`config.mk`:
```
export PLATFORM = sky130hd
export DESIGN_NAME = fb_arbiter
export DESIGN_NICKNAME = d
export VERILOG_FILES = /design/src/rtl/fb_arbiter.sv
export SDC_FILE = /design/constraint.sdc
export NUM_CORES = 1
export LEC_CHECK = 0
export BUFFER_PORTS_ARGS = -buffer_cell sky130_fd_sc_hd__buf_2
export CORE_AREA = 4 4 104 86
export DETAILED_ROUTE_END_ITERATION = 10
export DIE_AREA = 0 0 108 90
export GPL_TIMING_DRIVEN = 1
export PLACE_DENSITY = 0.68
export SETUP_SLACK_MARGIN = 0.05
export SYNTH_ARGS = -nofsm -noshare
export SYNTH_HDL_FRONTEND = slang
export SYNTH_SLANG_ARGS = --single-unit
```
`constraint.sdc`:
```
create_clock -name clk_low -period 4.2 [get_ports clk_low]
set_clock_uncertainty 0.05 [all_clocks]
set_input_delay 0.42 -clock clk_low [delete_from_list [all_inputs] [get_ports clk_low]]
set_output_delay 0.42 -clock clk_low [all_outputs]
set_load 0.005 [all_outputs]
```
`src/rtl/fb_arbiter.sv`:
```
// rtl/fb_arbiter.sv - frame-buffer burst arbiter: HDMI scan-out read vs two camera writers
//
// Ports:
//   clk_low        pixel clock, sole clock of the block
//   reset          asynchronous active-low reset
//   req[2:0]       [0] HDMI read, [1] cam0 write, [2] cam1 write; held until granted
//   hdmi_urgent    HDMI line FIFO below low-water mark
//   addr0..addr2   burst address per requester, valid while its req is high
//   gnt[2:0]       one-hot single-cycle grant pulse
//   mem_cmd_*      command to the memory controller (valid/ready handshake, we, addr, id)
//   mem_done       single-cycle pulse when the accepted burst finishes
//   busy           high whenever the FSM is not idle
module fb_arbiter #(
    parameter int ADDR_W   = 24,
    parameter int MAX_WAIT = 255
) (
    input  logic              clk_low,
    input  logic              reset,
    input  logic [2:0]        req,
    input  logic              hdmi_urgent,
    input  logic [ADDR_W-1:0] addr0,
    input  logic [ADDR_W-1:0] addr1,
    input  logic [ADDR_W-1:0] addr2,
    output logic [2:0]        gnt,
    output logic              mem_cmd_valid,
    input  logic              mem_cmd_ready,
    output logic              mem_cmd_we,
    output logic [ADDR_W-1:0] mem_cmd_addr,
    output logic [1:0]        mem_cmd_id,
    input  logic              mem_done,
    output logic              busy
);

    localparam int CNT_W = $clog2(MAX_WAIT + 1);
    localparam logic [CNT_W-1:0] CNT_MAX = CNT_W'(MAX_WAIT);

    typedef enum logic [1:0] {
        IDLE      = 2'd0,
        ISSUE     = 2'd1,
        WAIT_DONE = 2'd2
    } state_t;

    state_t            state;
    logic [1:0]        rr_ptr;
    logic [CNT_W-1:0]  wait_cnt1;
    logic [CNT_W-1:0]  wait_cnt2;
    logic              starved1;
    logic              starved2;
    logic [1:0]        rr_first;
    logic [1:0]        rr_second;
    logic [1:0]        rr_third;
    logic [1:0]        winner;
    logic              grant_now;
    logic [ADDR_W-1:0] winner_addr;

    function automatic logic req_at(input logic [2:0] r, input logic [1:0] idx);
        case (idx)
            2'd0:    req_at = r[0];
            2'd1:    req_at = r[1];
            default: req_at = r[2];
        endcase
    endfunction

    assign starved1  = req[1] && (wait_cnt1 == CNT_MAX);
    assign starved2  = req[2] && (wait_cnt2 == CNT_MAX);
    assign grant_now = (state == IDLE) && (|req);

    // Round-robin search order starts just after the last winner.
    always_comb begin
        rr_first  = 2'd0;
        rr_second = 2'd1;
        rr_third  = 2'd2;
        case (rr_ptr)
            2'd0: begin
                rr_first  = 2'd1;
                rr_second = 2'd2;
                rr_third  = 2'd0;
            end
            2'd1: begin
                rr_first  = 2'd2;
                rr_second = 2'd0;
                rr_third  = 2'd1;
            end
            default: begin
                rr_first  = 2'd0;
                rr_second = 2'd1;
                rr_third  = 2'd2;
            end
        endcase
    end

    // Urgent HDMI beats a starved writer; the writer then keeps its saturated count.
    always_comb begin
        winner = rr_third;
        if (req[0] && hdmi_urgent) begin
            winner = 2'd0;
        end else if (starved1) begin
            winner = 2'd1;
        end else if (starved2) begin
            winner = 2'd2;
        end else if (req_at(req, rr_first)) begin
            winner = rr_first;
        end else if (req_at(req, rr_second)) begin
            winner = rr_second;
        end
    end

    always_comb begin
        winner_addr = addr0;
        case (winner)
            2'd1:    winner_addr = addr1;
            2'd2:    winner_addr = addr2;
            default: winner_addr = addr0;
        endcase
    end

    // Writers keep counting while another burst runs; that is time they spend waiting too.
    always_ff @(posedge clk_low or negedge reset) begin
        if (!reset) begin
            wait_cnt1 <= '0;
            wait_cnt2 <= '0;
        end else begin
            if (!req[1] || (grant_now && winner == 2'd1)) begin
                wait_cnt1 <= '0;
            end else if (wait_cnt1 != CNT_MAX) begin
                wait_cnt1 <= wait_cnt1 + CNT_W'(1);
            end
            if (!req[2] || (grant_now && winner == 2'd2)) begin
                wait_cnt2 <= '0;
            end else if (wait_cnt2 != CNT_MAX) begin
                wait_cnt2 <= wait_cnt2 + CNT_W'(1);
            end
        end
    end

    always_ff @(posedge clk_low or negedge reset) begin
        if (!reset) begin
            state         <= IDLE;
            rr_ptr        <= 2'd2;
            gnt           <= 3'b000;
            mem_cmd_valid <= 1'b0;
            mem_cmd_we    <= 1'b0;
            mem_cmd_addr  <= '0;
            mem_cmd_id    <= 2'd0;
            busy          <= 1'b0;
        end else begin
            gnt <= 3'b000;
            case (state)
                IDLE: begin
                    if (grant_now) begin
                        gnt           <= 3'b001 << winner;
                        rr_ptr        <= winner;
                        mem_cmd_valid <= 1'b1;
                        mem_cmd_we    <= (winner != 2'd0);
                        mem_cmd_addr  <= winner_addr;
                        mem_cmd_id    <= winner;
                        busy          <= 1'b1;
                        state         <= ISSUE;
                    end
                end
                ISSUE: begin
                    if (mem_cmd_ready) begin
                        mem_cmd_valid <= 1'b0;
                        state         <= WAIT_DONE;
                    end
                end
                WAIT_DONE: begin
                    if (mem_done) begin
                        busy  <= 1'b0;
                        state <= IDLE;
                    end
                end
                default: begin
                    mem_cmd_valid <= 1'b0;
                    busy          <= 1'b0;
                    state         <= IDLE;
                end
            endcase
        end
    end

endmodule

```
==> out/qor.yml, run 1 <==
ys_ff_latch: 51
rows: 29
timing.final.crit_share: 0.725
grt_start_max_net_pins: 60
worst_slack_ns: 1.16
syn-num-nets: 391
ys_types: 43
synthFlopType: "dfrtp_1"
p_leak_nw: 1.66
gp_congestion: 0.902
setup-tns-final_ns: 0
synthSimpleGateAreaFrac: 0.199
outcome: "finished, final reports clean"
crit_type: "flop to flop"
cp.depth: 8
path_buf_inv: 0
vdd_drop_max_mv: 0.287
finalHoldViolCount: 0
crit_arrival_ns: 3.18
syn_inst: 306
syn_area_per_cell_um2: 8.81
place_ws_ns: 1.19
htree_levels: 2
hp-class: "primary input to async pin"
rsz0062_at_grt: "no"
fin_crit_ns: 3.04
num_vias: 2474
postCtsSetupBuffers: 0
area_growth_syn_to_layout_pct: 25.4
maxSlewViolCount: 0
cp_max_fo: 26
path_cells: "ha_1 -> nand3_1 -> nor3_2 -> o31ai_2 -> ha_1 -> nand2_1 -> nand2_1 -> nor3_1"
nNetsFinal: 492
path_clk_slew_ns: 0.09
n_antenna_cell: 0
synth-edff-count: 0
power_frac_seq: 0.410
postRouteAntennaNets: 0
syn-cell-area_um2: 2700
cpLargestDelayFamily: "adder cells"
io_buffers: 111
switching_share: 0.399
ys_seq_area_frac: 0.474
yosys_warnings: 0
cts_made_buffers: 5
cts_hold_buf: 0
required_ns: 4.33
r2r-start: "wait_cnt2[0]"
cts_buffer_depth: 2
antenna_found_initial: 0
powerDensity_nw_per_um2: 559
cap_violations: 0
p_switching_mw: 0.755
synth_adder_area_share: 0.0232
drcViolationCount: 0
viasPerCell: 4.79
grt_pass1_wl_mm: 11.2
insertion_delay_ns: 0.30
drt-initial-drc-count: 182
synth-compound-area-share: 0.218
synth_xor_area_frac: 0.0195
grtUsageTotal: 0.140
cts.repair.resized: 0
die_w_um: 108
worstRegToRegCells: 8
worstMarginPinSlew_ns: 1.05
ys_async_sr_fraction: 1.00
setup_viol: 0
routed_wl_mm: 6.91
cts_root_buffer: "clkbuf_8"
gr-total-overflow: 0
crit_slowest_cell: "ha_1"
clkSinkCount: 51
layout-drive-gt1-share: 0.314
cp-endpoint: "wait_cnt1[2]"
cp-start-kind: "flop"
place_hpwl_mm: 5.05
p_int_mw: 1.14
cts_tree: "built"
p_comb_frac: 0.438
r2r-end: "wait_cnt1[2]"
detail_route.first_pass.iterations: 4
crit_start: "wait_cnt2[0]"
grt_pass1_vias: 2200
max_freq_mhz: 328
die_area_um2: 9720
cp-end-kind: "flop"
relSlewSlack: 0.302
crit_path_max_incr_delay_ns: 0.95
ios: 112
r2r_slack_ns: 1.16
synth_top_family_by_area: "compound AO/OA/AOI/OAI gates"
synthMuxAreaShare: 0.0148
die_h_um: 90
coreArea_um2: 7870
p_clk_frac: 0.152
start_util: 0.342
route.detailed.wl_per_inst_um: 13.4
==> kinds of logic after synthesis <==
family          after synthesis
fa+ha+maj                     5
buf+inv                      27
simple gates                116
flops                        51
xor+xnor                      6
mux                           4
compound gates               97
==> final cells by class <==
type | count | area, um2
fill | 806 | 4490
multi-input combinational | 228 | 1280
sequential | 51 | 1280
clock inverter | 1 | 5.00
clock buffer | 7 | 86.3
inverter | 8 | 30.0
tap | 108 | 135
timing repair buffer | 113 | 571
==> power by group through the flow <==
stage          Combinational, mW  Clock (mW)  Sequential (mW)
3_3_place_gp               0.825           0            0.776
4_1_cts                    0.844       0.301            0.772
6_report                   0.829       0.288            0.775
3_5_place_dp               0.844           0            0.780
5_1_grt                    0.967       0.321            0.796
2_1_floorplan              0.563           0            0.785
==> cell usage in the layout (no fill, tap or decap), drive strengths merged, types with 2 or more instances in the layout <==
cell type,instances
nor3,5
and3,2
dfrtp,50
nand2,65
ha,5
a21oi,4
mux2i,4
a22oi,24
a31oi,2
nand3,5
inv,8
nand4,3
o21ai,57
xor2,6
buf,113
o2111ai,2
nor3b,4
clkbuf,7
nor2,25
==> sequential cells by signal, summed over array words and instances, names as in the netlist <==
| name | count |
|---|---|
| mem_cmd_addr | 24 |
| mem_cmd_id | 2 |
| rr_ptr | 1 |
| mem_cmd_we | 1 |
| wait_cnt2 | 8 |
| wait_cnt1 | 8 |
| mem_cmd_valid | 1 |
| state | 2 |
| busy | 1 |
| gnt | 3 |
==> per-layer routing <==
metal	wire (um)	vias up	GRT usage	share of wire
li1	-	1270	-	-
met1	3220	1129	0.200	0.47
met2	3270	70	0.218	0.47
met3	365	5	0.0279	0.053
met4	53	0	0.0294	0.0077
met5	0	-	0	0
==> through the flow <==
stage / instance area (um2) / power [mW] / cells / util / hold WS [ns]
2_1_floorplan: 2700 / 1.35 / 306 / - / 0.0744
3_3_place_gp: 3290 / 1.60 / 508 / 0.418 / 0.409
3_5_place_dp: 3290 / 1.62 / 508 / 0.418 / 0.415
4_1_cts: 3380 / 1.92 / 516 / 0.430 / 0.187
5_1_grt: 3380 / 2.08 / 516 / 0.430 / 0.222
6_report: 3380 / 1.89 / 516 / 0.430 / 0.168
==> Yosys cell counts (2+ instances only) <==
master	number	area share
a21oi_1	4	0.0074
a22oi_1	24	0.067
a31oi_1	2	0.0046
and3_1	2	0.0046
buf_2	10	0.019
buf_6	3	0.013
clkbuf_1	4	0.0056
dfrtp_1	50	0.46
ha_1	5	0.023
inv_1	8	0.011
mux2i_1	4	0.015
nand2_1	65	0.090
nand3_1	5	0.0093
nor2_1	24	0.033
nor3_1	3	0.0056
nor3_2	2	0.0074
nor3b_1	4	0.011
o2111ai_1	2	0.0065
o21ai_0	54	0.10
o21ai_1	3	0.0056
xor2_1	6	0.019
==> worst min path at each step <==
stage	start	end	cells past startpoint
after floorplan	reset	busy	0
after global placement	mem_cmd_addr[15]	mem_cmd_addr[15]	2
after detailed placement	mem_cmd_addr[16]	mem_cmd_addr[16]	2
after CTS	reset	gnt[2]	2
after global routing	reset	gnt[0]	2
final	reset	mem_cmd_addr[10]	2
Power figures use the tool's default switching activity.
==> inputs of run 2 (changes only) <==
clock period = 3.1 ns   (was 4.2 ns; I/O delays follow)
==> out/qor.yml, run 2 (same netlist as run 1, synthesis figures left out) <==
outcome: "finished, final reports clean"
cts_root_buffer: "clkbuf_8"
setup-tns-final_ns: 0  # unchanged
cp_max_fo: 20  # -23%
r2r_slack_ns: 0.47  # -0.68 ns
cpLargestDelayFamily: "adder cells"
area_growth_syn_to_layout_pct: 26.4
finalHoldViolCount: 0  # unchanged
timing.final.crit_share: 0.847  # +0.122
routed_wl_mm: 6.84  # -0.93%
cp.depth: 10  # +2
powerDensity_nw_per_um2: 758  # +36%
post-route-util: 0.433  # +0.00334
worst_slack_ns: 0.474  # -0.681 ns
grt_pass1_wl_mm: 11.4  # +1.9%
worstMarginPinSlew_ns: 0.894  # -0.153 ns
place_hpwl_mm: 5.23  # +3.4%
antenna_found_initial: 0  # unchanged
gr-total-overflow: 0  # unchanged
largest_reg_flops: 24  # unchanged
crit_slowest_cell: "ha_1"
crit_arrival_ns: 2.79  # -0.39 ns
route.detailed.wl_per_inst_um: 13.2  # -1.1%
gp_congestion: 0.822  # -9.0%
die_h_um: 90  # unchanged
place_ws_ns: 0.304  # -0.883 ns
maxSlewViolCount: 0  # unchanged
required_ns: 3.26  # -1.07 ns
fin_cells: 517  # +0.19%
p_leak_nw: 1.67  # +0.63%
grt_pass1_vias: 2364  # +7.5%
r2r-end: "mem_cmd_addr[3]"
grtUsageTotal: 0.142  # +0.00266
viasPerCell: 4.76  # -0.64%
worstRegToRegCells: 10  # +2
fin_area_um2: 3410  # +0.78%
num_vias: 2463  # -0.44%
n_antenna_cell: 0  # unchanged
crit_path_max_incr_delay_ns: 0.52  # -0.43 ns
cap_violations: 0  # unchanged
place_area_um2: 3320  # +0.84%
layout-drive-gt1-share: 0.320  # +0.00657
dp_cells: 510  # +0.39%
hp-class: "primary input to async pin"
coreArea_um2: 7870  # unchanged
cts_made_buffers: 5  # unchanged
rsz0062_at_grt: "no"
layout_common_cells: "buf_2, nand2_1, o21ai_0"
max_freq_mhz: 381  # +16%
regMostFlops: "mem_cmd_addr"
clkSinkCount: 51  # unchanged
ios: 112  # unchanged
cp-end-kind: "flop"
start_util: 0.342  # unchanged
grt_start_max_net_pins: 49  # -18%
insertion_delay_ns: 0.29  # about the same
drt-initial-drc-count: 144  # -21%
rows: 29  # unchanged
drcViolationCount: 0  # unchanged
fin_crit_ns: 2.63  # -0.419 ns
setup_viol: 0  # unchanged
final_common_cell: "buf_2"
io_buffers: 111  # unchanged
htree_levels: 2  # unchanged
cts_buffer_depth: 2  # unchanged
crit_type: "flop to flop"
path_clk_slew_ns: 0.09  # about the same
detail_route.first_pass.iterations: 7  # +3
path_buf_inv: 1  # +1
nNetsFinal: 494  # +0.41%
cp-start-kind: "flop"
cts_tree: "built"
die_w_um: 108  # unchanged
reg_top3: "mem_cmd_addr: 24 flops, wait_cnt1: 8 flops, wait_cnt2: 8 flops"
relSlewSlack: 0.404  # +0.102
die_area_um2: 9720  # unchanged
vdd_drop_max_mv: 0.393  # +37%
r2r-start: "wait_cnt2[0]"
postRouteAntennaNets: 0  # unchanged
path_cells: "ha_1 -> nand3_1 -> nor3_2 -> o31ai_2 -> ha_1 -> buf_12 -> a22oi_1 -> nand2_1 -> o21ai_0 -> o21ai_0"
## run 2: routing by layer
layer | wire (um) | GRT usage | part of all wire | up-vias
li1 | - | - | - | 1275
met1 | 3230 | 0.199 | 0.47 | 1111
met5 | 0 | 0 | 0 | -
met3 | 347 | 0.0272 | 0.051 | 10
met4 | 112 | 0.0410 | 0.016 | 0
met2 | 3150 | 0.223 | 0.46 | 67
## run 2: power breakdown
part | switching (mW) | internal [mW]
combinational | 0.682 | 0.477
clock | 0.204 | 0.176
sequential | 0.141 | 0.904
## run 2: area by class of cell
type                            instances  area, um2
Clock buffer                            6       82.6
Clock inverter                          1       5.00
Fill cell                             821       4470
Inverter                                8       30.0
Multi-Input combinational cell        228       1280
Sequential cell                        51       1280
Tap cell                              108        135
Timing Repair Buffer                  115        598
## run 2: repair_timing
action,in CTS,in global routing
hold buffers,0,0
endpoints found under the setup margin,0,22
gates resized for setup,0,1
buffers inserted,0,0
## run 2: through the flow
stage / hold WS, ns / power (mW)
after floorplan: -0.0356 / 1.83
after global placement: 0.410 / 2.20
after detailed placement: 0.415 / 2.23
after CTS: 0.113 / 2.62
after global routing: 0.159 / 2.86
final: 0.0821 / 2.58
## run 2: worst max-delay path by stage
stage	start	to	slack, ns
2_1_floorplan	wait_cnt1[0]	mem_cmd_addr[6]	0.82
3_3_place_gp	wait_cnt2[0]	mem_cmd_addr[5]	0.36
3_5_place_dp	wait_cnt2[0]	mem_cmd_addr[16]	0.30
4_1_cts	wait_cnt1[0]	mem_cmd_addr[3]	0.29
5_1_grt	wait_cnt2[0]	mem_cmd_addr[17]	0.22
6_report	wait_cnt2[0]	mem_cmd_addr[3]	0.47
==> inputs of run 3 (changes only) <==
clock period = 2.8 ns   (was 3.1 ns; I/O delays follow)
==> out/qor.yml, run 3 (same netlist as run 1, synthesis figures left out) <==
worst_slack_ns: 0.364  # -0.110 ns
postRouteAntennaNets: 0  # unchanged
htree_levels: 2  # unchanged
largest_reg_flops: 24  # unchanged
die_w_um: 108  # unchanged
r2r-start: "wait_cnt2[1]"
route.detailed.wl_per_inst_um: 13.8  # +4.0%
rows: 29  # unchanged
start_util: 0.342  # unchanged
crit_arrival_ns: 2.61  # -0.18 ns
powerDensity_nw_per_um2: 870  # +15%
crit_type: "flop to flop"
io_buffers: 111  # unchanged
drcViolationCount: 0  # unchanged
routed_wl_mm: 7.17  # +4.8%
grt_start_max_net_pins: 49  # unchanged
fin_hold_ws_ns: -0.0216  # -0.104 ns
cp-end-kind: "flop"
layout-drive-gt1-share: 0.327  # +0.00658
relSlewSlack: 0.510  # +0.105
cts_tree: "built"
drt-initial-drc-count: 154  # +6.9%
num_vias: 2513  # +2.0%
path_clk_slew_ns: 0.09  # about the same
p_leak_nw: 1.71  # +2.0%
gp_congestion: 0.869  # +5.8%
vdd_drop_max_mv: 0.434  # +10%
ios: 112  # unchanged
cap_violations: 0  # unchanged
clkSinkCount: 51  # unchanged
place_ws_ns: 0.316  # +0.0111 ns
worstRegToRegCells: 10  # unchanged
final_common_cell: "buf_2"
die_h_um: 90  # unchanged
place_hpwl_mm: 5.37  # +2.7%
area_growth_syn_to_layout_pct: 29.0
post-route-util: 0.442  # +0.00874
antenna_found_initial: 0  # unchanged
postCtsSetupBuffers: 0  # unchanged
required_ns: 2.97  # -0.29 ns
timing.final.crit_share: 0.870  # +0.0229
nNetsFinal: 497  # +0.61%
cp-endpoint: "wait_cnt1[2]"
max_freq_mhz: 411  # +7.8%
crit_start: "wait_cnt2[1]"
violations: "negative hold slack"
grt_pass1_vias: 2417  # +2.2%
cts_buffer_depth: 2  # unchanged
regMostFlops: "mem_cmd_addr"
viasPerCell: 4.82  # +1.2%
r2r-end: "wait_cnt1[2]"
coreArea_um2: 7870  # unchanged
fin_crit_ns: 2.44  # -0.190 ns
cts_made_buffers: 5  # unchanged
r2r_slack_ns: 0.36  # -0.11 ns
fillers: 803  # -2.2%
grt_pass1_wl_mm: 11.9  # +4.0%
maxSlewViolCount: 0  # unchanged
cp_max_fo: 21  # +5.0%
die_area_um2: 9720  # unchanged
outcome: "finished, violations left"
gr-total-overflow: 0  # unchanged
setup_viol: 0  # unchanged
insertion_delay_ns: 0.30  # about the same
cp-start-kind: "flop"
finalHoldViolCount: 29  # +29
rsz0062_at_grt: "no"
setup-tns-final_ns: 0  # unchanged
cts_root_buffer: "clkbuf_8"
n_antenna_cell: 0  # unchanged
grtUsageTotal: 0.148  # +0.00565
worstMarginPinSlew_ns: 0.736  # -0.158 ns
layout_common_cells: "buf_2, nand2_1, o21ai_0"
reg_top3: "mem_cmd_addr: 24 flops, wait_cnt1: 8 flops, wait_cnt2: 8 flops"
hp-class: "primary input to async pin"
detail_route.first_pass.iterations: 4  # -3
==> run 3: layout make-up <==
type	instances	area [um2]	area share
multi-input cells	228	1300	0.373
clock inverters	2	35.0	0.0101
repair buffers	118	621	0.178
inverters	8	30.0	0.00864
well taps	108	135	0.0389
clock buffers	6	82.6	0.0237
flip-flops and latches	51	1280	0.367
==> run 3: where the power goes <==
part	switching (mW)	internal, mW
Combinational	0.776	0.551
Clock	0.246	0.290
Sequential	0.161	1.00
Total	1.18	1.84
==> run 3: how the worst min path moves through the flow <==
stage,start,endpoint,slack [ns],cells after the start
6_report,reset,mem_cmd_addr[8],-0.02,1
4_1_cts,reset,mem_cmd_addr[8],0.0003,1
2_1_floorplan,reset,busy,-0.07,0
5_1_grt,reset,mem_cmd_addr[8],0.03,1
3_5_place_dp,reset,mem_cmd_addr[16],0.34,1
3_3_place_gp,reset,mem_cmd_addr[8],0.33,1
==> run 3: routing by layer <==
layer / GRT usage / vias up / routed length, um
met3: 0.0322 / 5 / 371
met2: 0.238 / 74 / 3370
li1: - / 1284 / -
met4: 0.0305 / 0 / 50
met5: 0 / - / 0
met1: 0.205 / 1150 / 3380
==> run 3: timing repair <==
| action | CTS | global route |
|---|---|---|
| endpoints found under the hold margin | 0 | 0 |
| gates resized for setup | 0 | 3 |
| hold buffers | 0 | 0 |
| setup endpoints to repair | 0 | 5 |
==> run 3: stage by stage <==
stage | hold WS, ns | instance area (um2) | power, mW | cells
3_5_place_dp | 0.338 | 3340 | 2.52 | 513
4_1_cts | 0.000331 | 3460 | 3.06 | 521
2_1_floorplan | -0.0656 | 2700 | 2.02 | 306
3_3_place_gp | 0.333 | 3340 | 2.46 | 513
5_1_grt | 0.0350 | 3480 | 3.30 | 521
6_report | -0.0216 | 3480 | 3.02 | 521
==> run 3: worst max-delay path: stages (launching register included) <==
cell and delay, ns:
dfrtp_1 0.40, ha_1 0.22, nand3_1 0.17, nor3_2 0.25, o2bb2ai_1 0.14, and2_1 0.18
ha_1 0.21, buf_4 0.22, nand2_1 0.11, nand2_1 0.17, nor3_1 0.22
